$ cat src/rtl/cpu_pkg.sv
// rtl/cpu_pkg.sv - condition code encoding, flag indices and condition evaluator
package cpu_pkg;

    typedef enum logic [3:0] {
        EQ = 4'h0, NE = 4'h1, CS = 4'h2, CC = 4'h3,
        MI = 4'h4, PL = 4'h5, VS = 4'h6, VC = 4'h7,
        HI = 4'h8, LS = 4'h9, GE = 4'hA, LT = 4'hB,
        GT = 4'hC, LE = 4'hD, AL = 4'hE, NV = 4'hF
    } cond_t;

    localparam int FLAG_N = 3;
    localparam int FLAG_Z = 2;
    localparam int FLAG_C = 1;
    localparam int FLAG_V = 0;

    function automatic logic cond_eval(input cond_t c, input logic [3:0] f);
        logic n, z, cy, v;
        n  = f[FLAG_N];
        z  = f[FLAG_Z];
        cy = f[FLAG_C];
        v  = f[FLAG_V];
        case (c)
            EQ:      cond_eval = z;
            NE:      cond_eval = !z;
            CS:      cond_eval = cy;
            CC:      cond_eval = !cy;
            MI:      cond_eval = n;
            PL:      cond_eval = !n;
            VS:      cond_eval = v;
            VC:      cond_eval = !v;
            HI:      cond_eval = cy & !z;
            LS:      cond_eval = !cy | z;
            GE:      cond_eval = (n == v);
            LT:      cond_eval = (n != v);
            GT:      cond_eval = !z & (n == v);
            LE:      cond_eval = z | (n != v);
            AL:      cond_eval = 1'b1;
            default: cond_eval = 1'b0;
        endcase
    endfunction

endpackage

$ cat src/rtl/flag_stack.sv
// rtl/flag_stack.sv - LIFO of saved flag vectors with sticky misuse error
module flag_stack
    import cpu_pkg::*;
#(
    parameter int DEPTH = 4
) (
    input  logic       clk,
    input  logic       reset,
    input  logic       push,
    input  logic       pop,
    input  logic [3:0] wdata,
    output logic [3:0] rdata,
    output logic       full,
    output logic       empty,
    output logic       err,
    output logic       pop_ok
);
    localparam int PW = $clog2(DEPTH + 1);
    localparam int AW = (DEPTH > 1) ? $clog2(DEPTH) : 1;

    logic [PW-1:0] ptr;
    logic [PW-1:0] top_ptr;
    logic [3:0]    mem [DEPTH];
    logic          push_ok;
    logic          illegal;

    assign full    = (ptr == PW'(DEPTH));
    assign empty   = (ptr == '0);
    // Simultaneous push and pop is treated as misuse rather than a swap.
    assign push_ok = push & !pop & !full;
    assign pop_ok  = pop & !push & !empty;
    assign illegal = (push | pop) & !push_ok & !pop_ok;
    assign top_ptr = ptr - PW'(1);
    assign rdata   = mem[top_ptr[AW-1:0]];

    always_ff @(posedge clk) begin
        if (reset) begin
            ptr <= '0;
            err <= 1'b0;
        end else begin
            if (push_ok) begin
                ptr <= ptr + PW'(1);
            end else if (pop_ok) begin
                ptr <= top_ptr;
            end
            if (illegal) begin
                err <= 1'b1;
            end
        end
    end

    always_ff @(posedge clk) begin
        if (push_ok) begin
            mem[ptr[AW-1:0]] <= wdata;
        end
    end

endmodule

$ cat src/rtl/flag_cond_unit.sv
// rtl/flag_cond_unit.sv - architectural flag register, condition evaluation and flag save stack
module flag_cond_unit
    import cpu_pkg::*;
#(
    parameter int DEPTH = 4
) (
    input  logic       clk,
    input  logic       reset,
    input  logic [3:0] alu_flags,
    input  logic       flag_write,
    input  logic [3:0] cond,
    input  logic       cond_valid,
    output logic       cond_ready,
    input  logic       res_ready,
    output logic       cond_pass_valid,
    output logic       cond_pass,
    input  logic       push,
    input  logic       pop,
    output logic [3:0] flags,
    output logic       stack_full,
    output logic       stack_empty,
    output logic       stack_err
);
    logic [3:0] eff;
    logic [3:0] stack_top;
    logic       pop_ok;
    logic       accept;

    // Bypass lets a condition issued with its flag-setting op see the new flags.
    assign eff        = flag_write ? alu_flags : flags;
    assign cond_ready = !cond_pass_valid | res_ready;
    assign accept     = cond_valid & cond_ready;

    flag_stack #(.DEPTH(DEPTH)) u_stack (
        .clk    (clk),
        .reset  (reset),
        .push   (push),
        .pop    (pop),
        .wdata  (eff),
        .rdata  (stack_top),
        .full   (stack_full),
        .empty  (stack_empty),
        .err    (stack_err),
        .pop_ok (pop_ok)
    );

    always_ff @(posedge clk) begin
        if (reset) begin
            flags <= 4'b0000;
        end else if (pop_ok) begin
            flags <= stack_top;
        end else if (flag_write) begin
            flags <= alu_flags;
        end
    end

    always_ff @(posedge clk) begin
        if (reset) begin
            cond_pass_valid <= 1'b0;
            cond_pass       <= 1'b0;
        end else if (accept) begin
            cond_pass_valid <= 1'b1;
            cond_pass       <= cond_eval(cond_t'(cond), eff);
        end else if (res_ready) begin
            cond_pass_valid <= 1'b0;
        end
    end

endmodule

$ cat config.mk
export PLATFORM = sky130hd
export DESIGN_NAME = flag_cond_unit
export DESIGN_NICKNAME = d
export VERILOG_FILES = /design/src/rtl/cpu_pkg.sv /design/src/rtl/flag_stack.sv /design/src/rtl/flag_cond_unit.sv
export SDC_FILE = /design/constraint.sdc
export NUM_CORES = 1
export LEC_CHECK = 0
export CAP_MARGIN = 20
export CELL_PAD_IN_SITES_DETAIL_PLACEMENT = 2
export CELL_PAD_IN_SITES_GLOBAL_PLACEMENT = 2
export CORE_MARGIN = 10
export CORE_UTILIZATION = 31
export CTS_BUF_LIST = sky130_fd_sc_hd__clkbuf_16
export DETAILED_ROUTE_END_ITERATION = 7
export PLACE_DENSITY = 0.79
export SLEW_MARGIN = 30
export SYNTH_ARGS = -nofsm -noshare
export SYNTH_HDL_FRONTEND = slang
export SYNTH_HIERARCHICAL = 1
export SYNTH_SLANG_ARGS = --single-unit
$ cat constraint.sdc
create_clock -name clk -period 2.25 [get_ports clk]
set_input_delay 0.45 -clock clk [delete_from_list [all_inputs] [get_ports clk]]
set_output_delay 0.45 -clock clk [all_outputs]
set_load 0.1 [all_outputs]
==> reports/qor_table.md <==
| Item | Value | Unit |
|---|---|---|
| Outcome | completed | - |
| # Max-Cap Violations | 0 | - |
| Number of clock buffers inserted by TritonCTS | 3 | - |
| Total stage count of the critical path | 8 | - |
| CP Cell Sequence | inv_1 > ha_1 > ha_4 > or3b_4 > clkinvlp_4 > nor2_1 > a21oi_1 > nor2_1 | - |
| Leak pwr | 0.746 | nW |
| Register bit total from synthesis | 26 | - |
| CTS H-Tree Depth | 1 | - |
| Wirelength, routed | 4080 | um |
| Combinational share of power | 0.392 | - |
| Transition time at the pin with the least slew margin | 439 | ps |
| Number of nets at the end of the flow | 182 | - |
| Count of cell types in the netlist | 40 | - |
| Worst Setup End Kind | flip-flop | - |
| Number of buffer and inverter stages on the critical path | 2 | - |
| Final cycle utilization of the critical path | 0.866 | - |
| Clock latency reported for the late side of the worst-skew pair | 260 | ps |
| Switching power | 0.000569 | W |
| Number of DRC violations after detailed-routing iteration 0 | 23 | - |
| Proportion of power drawn by flip-flops and latches | 0.359 | - |
| DRT Pass-1 Iters | 4 | - |
| Overall die area | 8060 | um^2 |
| Number of antenna violations at the first check in global routing | 0 | - |
| Ys Warns | 6 | - |
| DP HPWL | 3250 | um |
| Via density per instance | 4.93 | - |
| Reg2reg setup slack | 300 | ps |
| CP Class | reg -> reg | - |
| Number of global-route vias before repair | 1278 | - |
| Number of failing hold endpoints at the final stage | 0 | - |
| Total overflow reported by the global router | 0 | - |
| Minimum clock period after layout | 1950 | ps |
| Data required time of the worst path | 2380 | ps |
| Post-Synthesis Cell Area | 1510 | um^2 |
| Final routed wire length divided by cell count | 18.0 | um |
| Global-route wire length before repair | 6840 | um |
| Tightest Hold Check Type | reg -> reg | - |
| Number of rows in the core area | 25 | - |
| Antenna Violating Nets Remaining | 0 | - |
| Type of element launching the critical path | flip-flop | - |
| Proportion of layout cells with a drive suffix above 1 | 0.250 | - |
| Most common cell after layout, fill and taps aside | sky130_fd_sc_hd__edfxtp_1 | - |
| Port-buffer cells | 24 | - |
| Worst IR drop on VDD | 338 | uV |
| # fillers | 496 | - |
| Die Y-Extent | 89.8 | um |
| CP max FO | 10 | - |
| Data arrival time of the critical path | 2080 | ps |
| End of the critical path | flags[2]$_SDFF_PP0_ | - |
| Reg clk slew, reported paths | 60 | ps |
| Clock root cell | sky130_fd_sc_hd__clkbuf_16 | - |
| Kind of cell adding the most delay to the critical path | simple AND/OR/NAND/NOR gates | - |
| Placer Congestion | 0.847 | - |
| Slew margin rel. | 0.706 | - |
| Die boundary width | 89.8 | um |
| Clock tree skew after final layout | 1.10 | ps |
| TritonCTS clock tree | done | - |
| Core Region | 4720 | um^2 |
| Relative contribution of the clock network to total power | 0.249 | - |
| Aggregate negative setup slack | 0 | ps |
| Largest net degree at the start of global routing | 15 | - |
| Number of setup violations in the final report | 0 | - |
| Number of diodes | 0 | - |
| Highest cell delay on the worst timing path | 420 | ps |
| GRT Overall Usage | 0.102 | - |
| Total count of max-transition violations in the final report | 0 | - |
| IO Count | 25 | - |
| Most frequent cell on the critical path | sky130_fd_sc_hd__nor2_1 | - |
| Buffer levels on the longest clock path | 2 | - |
| Total via count after detailed routing | 1120 | - |
| Max Clk Rate | 513 | MHz |
| Sequential area share after synthesis | 0.451 | - |
| Effective utilization at floorplan | 0.319 | - |
| Hold_buf cts | 0 | - |
| Slowest stage cell on the critical path | sky130_fd_sc_hd__or3b_4 | - |
| Leading cell types in the layout, fill and taps excluded | 16 x sky130_fd_sc_hd__edfxtp_1, 14 x sky130_fd_sc_hd__clkdlybuf4s50_1, 14 x sky130_fd_sc_hd__buf_4 | - |
| Power per standard cell area | 812 | nW/um^2 |
| Launch instance of the worst register-to-register path | u_stack/ptr[1]$_SDFFE_PP0P_ | - |
| Syn avg cell area | 11.3 | um^2 |
| Int Power | 0.00102 | W |
| Total DRC errors in the routed layout | 0 | - |
| RSZ-0062 raised after global routing | false | - |
| Number of sinks driven by the clock tree | 26 | - |
| End of the worst register-to-register path | flags[2]$_SDFF_PP0_ | - |
| Area delta synth->final | 29.9 | % |
| Mapped Nets | 154 | - |
| Worst setup startpoint | u_stack/ptr[1]$_SDFFE_PP0P_ | - |
| Post-synthesis instance total | 133 | - |
| Fraction of power spent switching nets | 0.357 | - |
| Final-layout worst hold slack | 561 | ps |
| Reg2Reg Depth | 8 | - |
## worst min-delay path by stage
stage	endpoint	cells past startpoint	slack (ps)	from
after global routing	cond_pass_valid$_SDFFE_PP0P_	2	590	cond_pass_valid$_SDFFE_PP0P_
after floorplan	u_stack/ptr[2]$_SDFFE_PP0P_	1	510	u_stack/ptr[2]$_SDFFE_PP0P_
after global placement	cond_pass_valid$_SDFFE_PP0P_	2	520	cond_pass_valid$_SDFFE_PP0P_
after CTS	u_stack/ptr[2]$_SDFFE_PP0P_	1	560	u_stack/ptr[2]$_SDFFE_PP0P_
after detailed placement	u_stack/ptr[2]$_SDFFE_PP0P_	1	550	u_stack/ptr[2]$_SDFFE_PP0P_
final	u_stack/ptr[2]$_SDFFE_PP0P_	1	560	u_stack/ptr[2]$_SDFFE_PP0P_
## cells by family (layout without fill, tap and decap cells)
group,after synthesis,in the layout,synth area share
xor gates and xnor gates,4,4,0.0232
DFF,26,26,0.451
and+or+nand+nor,39,39,0.144
adders and majority gates,6,6,0.0497
muxes,10,10,0.124
buffers and inverters,19,46,0.0614
AOI/OAI and AO/OA,29,29,0.146
## per-layer routing
layer  track usage  up-vias  wire [um]
li1              -      535          -
met3        0.0274        4        175
met1         0.108      558       1640
met5             0        -          0
met2         0.191       23       2220
met4        0.0310        0         39
## synthesized netlist by cell type
master,number,area share
sky130_fd_sc_hd__edfxtp_1,16,0.32
sky130_fd_sc_hd__nor2_1,11,0.027
sky130_fd_sc_hd__dfxtp_1,10,0.13
sky130_fd_sc_hd__inv_1,10,0.025
sky130_fd_sc_hd__a21oi_1,9,0.030
sky130_fd_sc_hd__ha_1,6,0.050
sky130_fd_sc_hd__and2_1,5,0.021
sky130_fd_sc_hd__nand2_1,5,0.012
sky130_fd_sc_hd__mux4_2,4,0.060
sky130_fd_sc_hd__nand3_1,4,0.013
sky130_fd_sc_hd__nor3b_1,4,0.020
sky130_fd_sc_hd__a31oi_1,3,0.012
sky130_fd_sc_hd__clkbuf_1,3,0.0075
sky130_fd_sc_hd__mux2i_1,3,0.020
sky130_fd_sc_hd__mux2i_4,3,0.045
sky130_fd_sc_hd__nand2b_1,3,0.012
sky130_fd_sc_hd__xor2_1,3,0.017
sky130_fd_sc_hd__buf_2,2,0.0066
sky130_fd_sc_hd__buf_4,2,0.0099
sky130_fd_sc_hd__nor2_4,2,0.015
sky130_fd_sc_hd__nor3_1,2,0.0066
sky130_fd_sc_hd__o211a_1,2,0.013
sky130_fd_sc_hd__o21ai_0,2,0.0066
sky130_fd_sc_hd__o21ai_2,2,0.012
sky130_fd_sc_hd__o31a_1,2,0.012
sky130_fd_sc_hd__a2111oi_2,1,0.0099
sky130_fd_sc_hd__a211oi_2,1,0.0083
sky130_fd_sc_hd__a41o_1,1,0.0066
sky130_fd_sc_hd__buf_6,1,0.0075
sky130_fd_sc_hd__clkbuf_4,1,0.0050
sky130_fd_sc_hd__nor2b_1,1,0.0041
sky130_fd_sc_hd__o2111ai_1,1,0.0058
sky130_fd_sc_hd__o21a_2,1,0.0058
sky130_fd_sc_hd__o21ba_2,1,0.0066
sky130_fd_sc_hd__o221ai_1,1,0.0058
sky130_fd_sc_hd__o22a_1,1,0.0058
sky130_fd_sc_hd__o311ai_1,1,0.0058
sky130_fd_sc_hd__or2b_1,1,0.0050
sky130_fd_sc_hd__or3b_4,1,0.0075
sky130_fd_sc_hd__xnor2_1,1,0.0058
## registers in the layout (all words and copies together), names as in the netlist
name,cells
cond_pass_valid,1
cond_pass,1
u_stack/mem,16
u_stack/err,1
u_stack/ptr,3
flags,4
## through the flow
| step | setup WS, ps | cell area [um^2] | instances | utilization | power [W] |
|---|---|---|---|---|---|
| floorplan | 76.3 | 1530 | 133 | - | 0.00103 |
| global placement | 71.3 | 1880 | 223 | 0.398 | 0.00118 |
| detailed placement | 27.6 | 1880 | 223 | 0.398 | 0.00121 |
| CTS | 148 | 1960 | 227 | 0.414 | 0.00161 |
| global route | 136 | 1960 | 227 | 0.415 | 0.00168 |
| finish | 301 | 1960 | 227 | 0.415 | 0.00159 |
## power by group through the flow
stage,combinational [W],sequential (W),clock (W)
6_report,0.000624,0.000572,0.000396
5_1_grt,0.000675,0.000577,0.000424
4_1_cts,0.000636,0.000573,0.000404
3_5_place_dp,0.000629,0.000583,0
3_3_place_gp,0.000602,0.000580,0
2_1_floorplan,0.000359,0.000670,0
## area by class of cell
class | instances | area (um^2) | area share
sequential | 26 | 681 | 0.347
tap | 67 | 83.8 | 0.0428
clock buffer | 3 | 75.1 | 0.0383
clock inverter | 1 | 3.75 | 0.00191
multi-input combinational | 88 | 751 | 0.383
timing repair buffer | 32 | 325 | 0.166
inverter | 10 | 41.3 | 0.0211
## what timing repair did
action | in CTS | in global routing
setup endpoints to repair | 0 | 1
endpoints found under the hold margin | 0 | 0
resized for setup | 0 | 1
buffers inserted | 0 | 0
(Power assumes the default switching activity.)
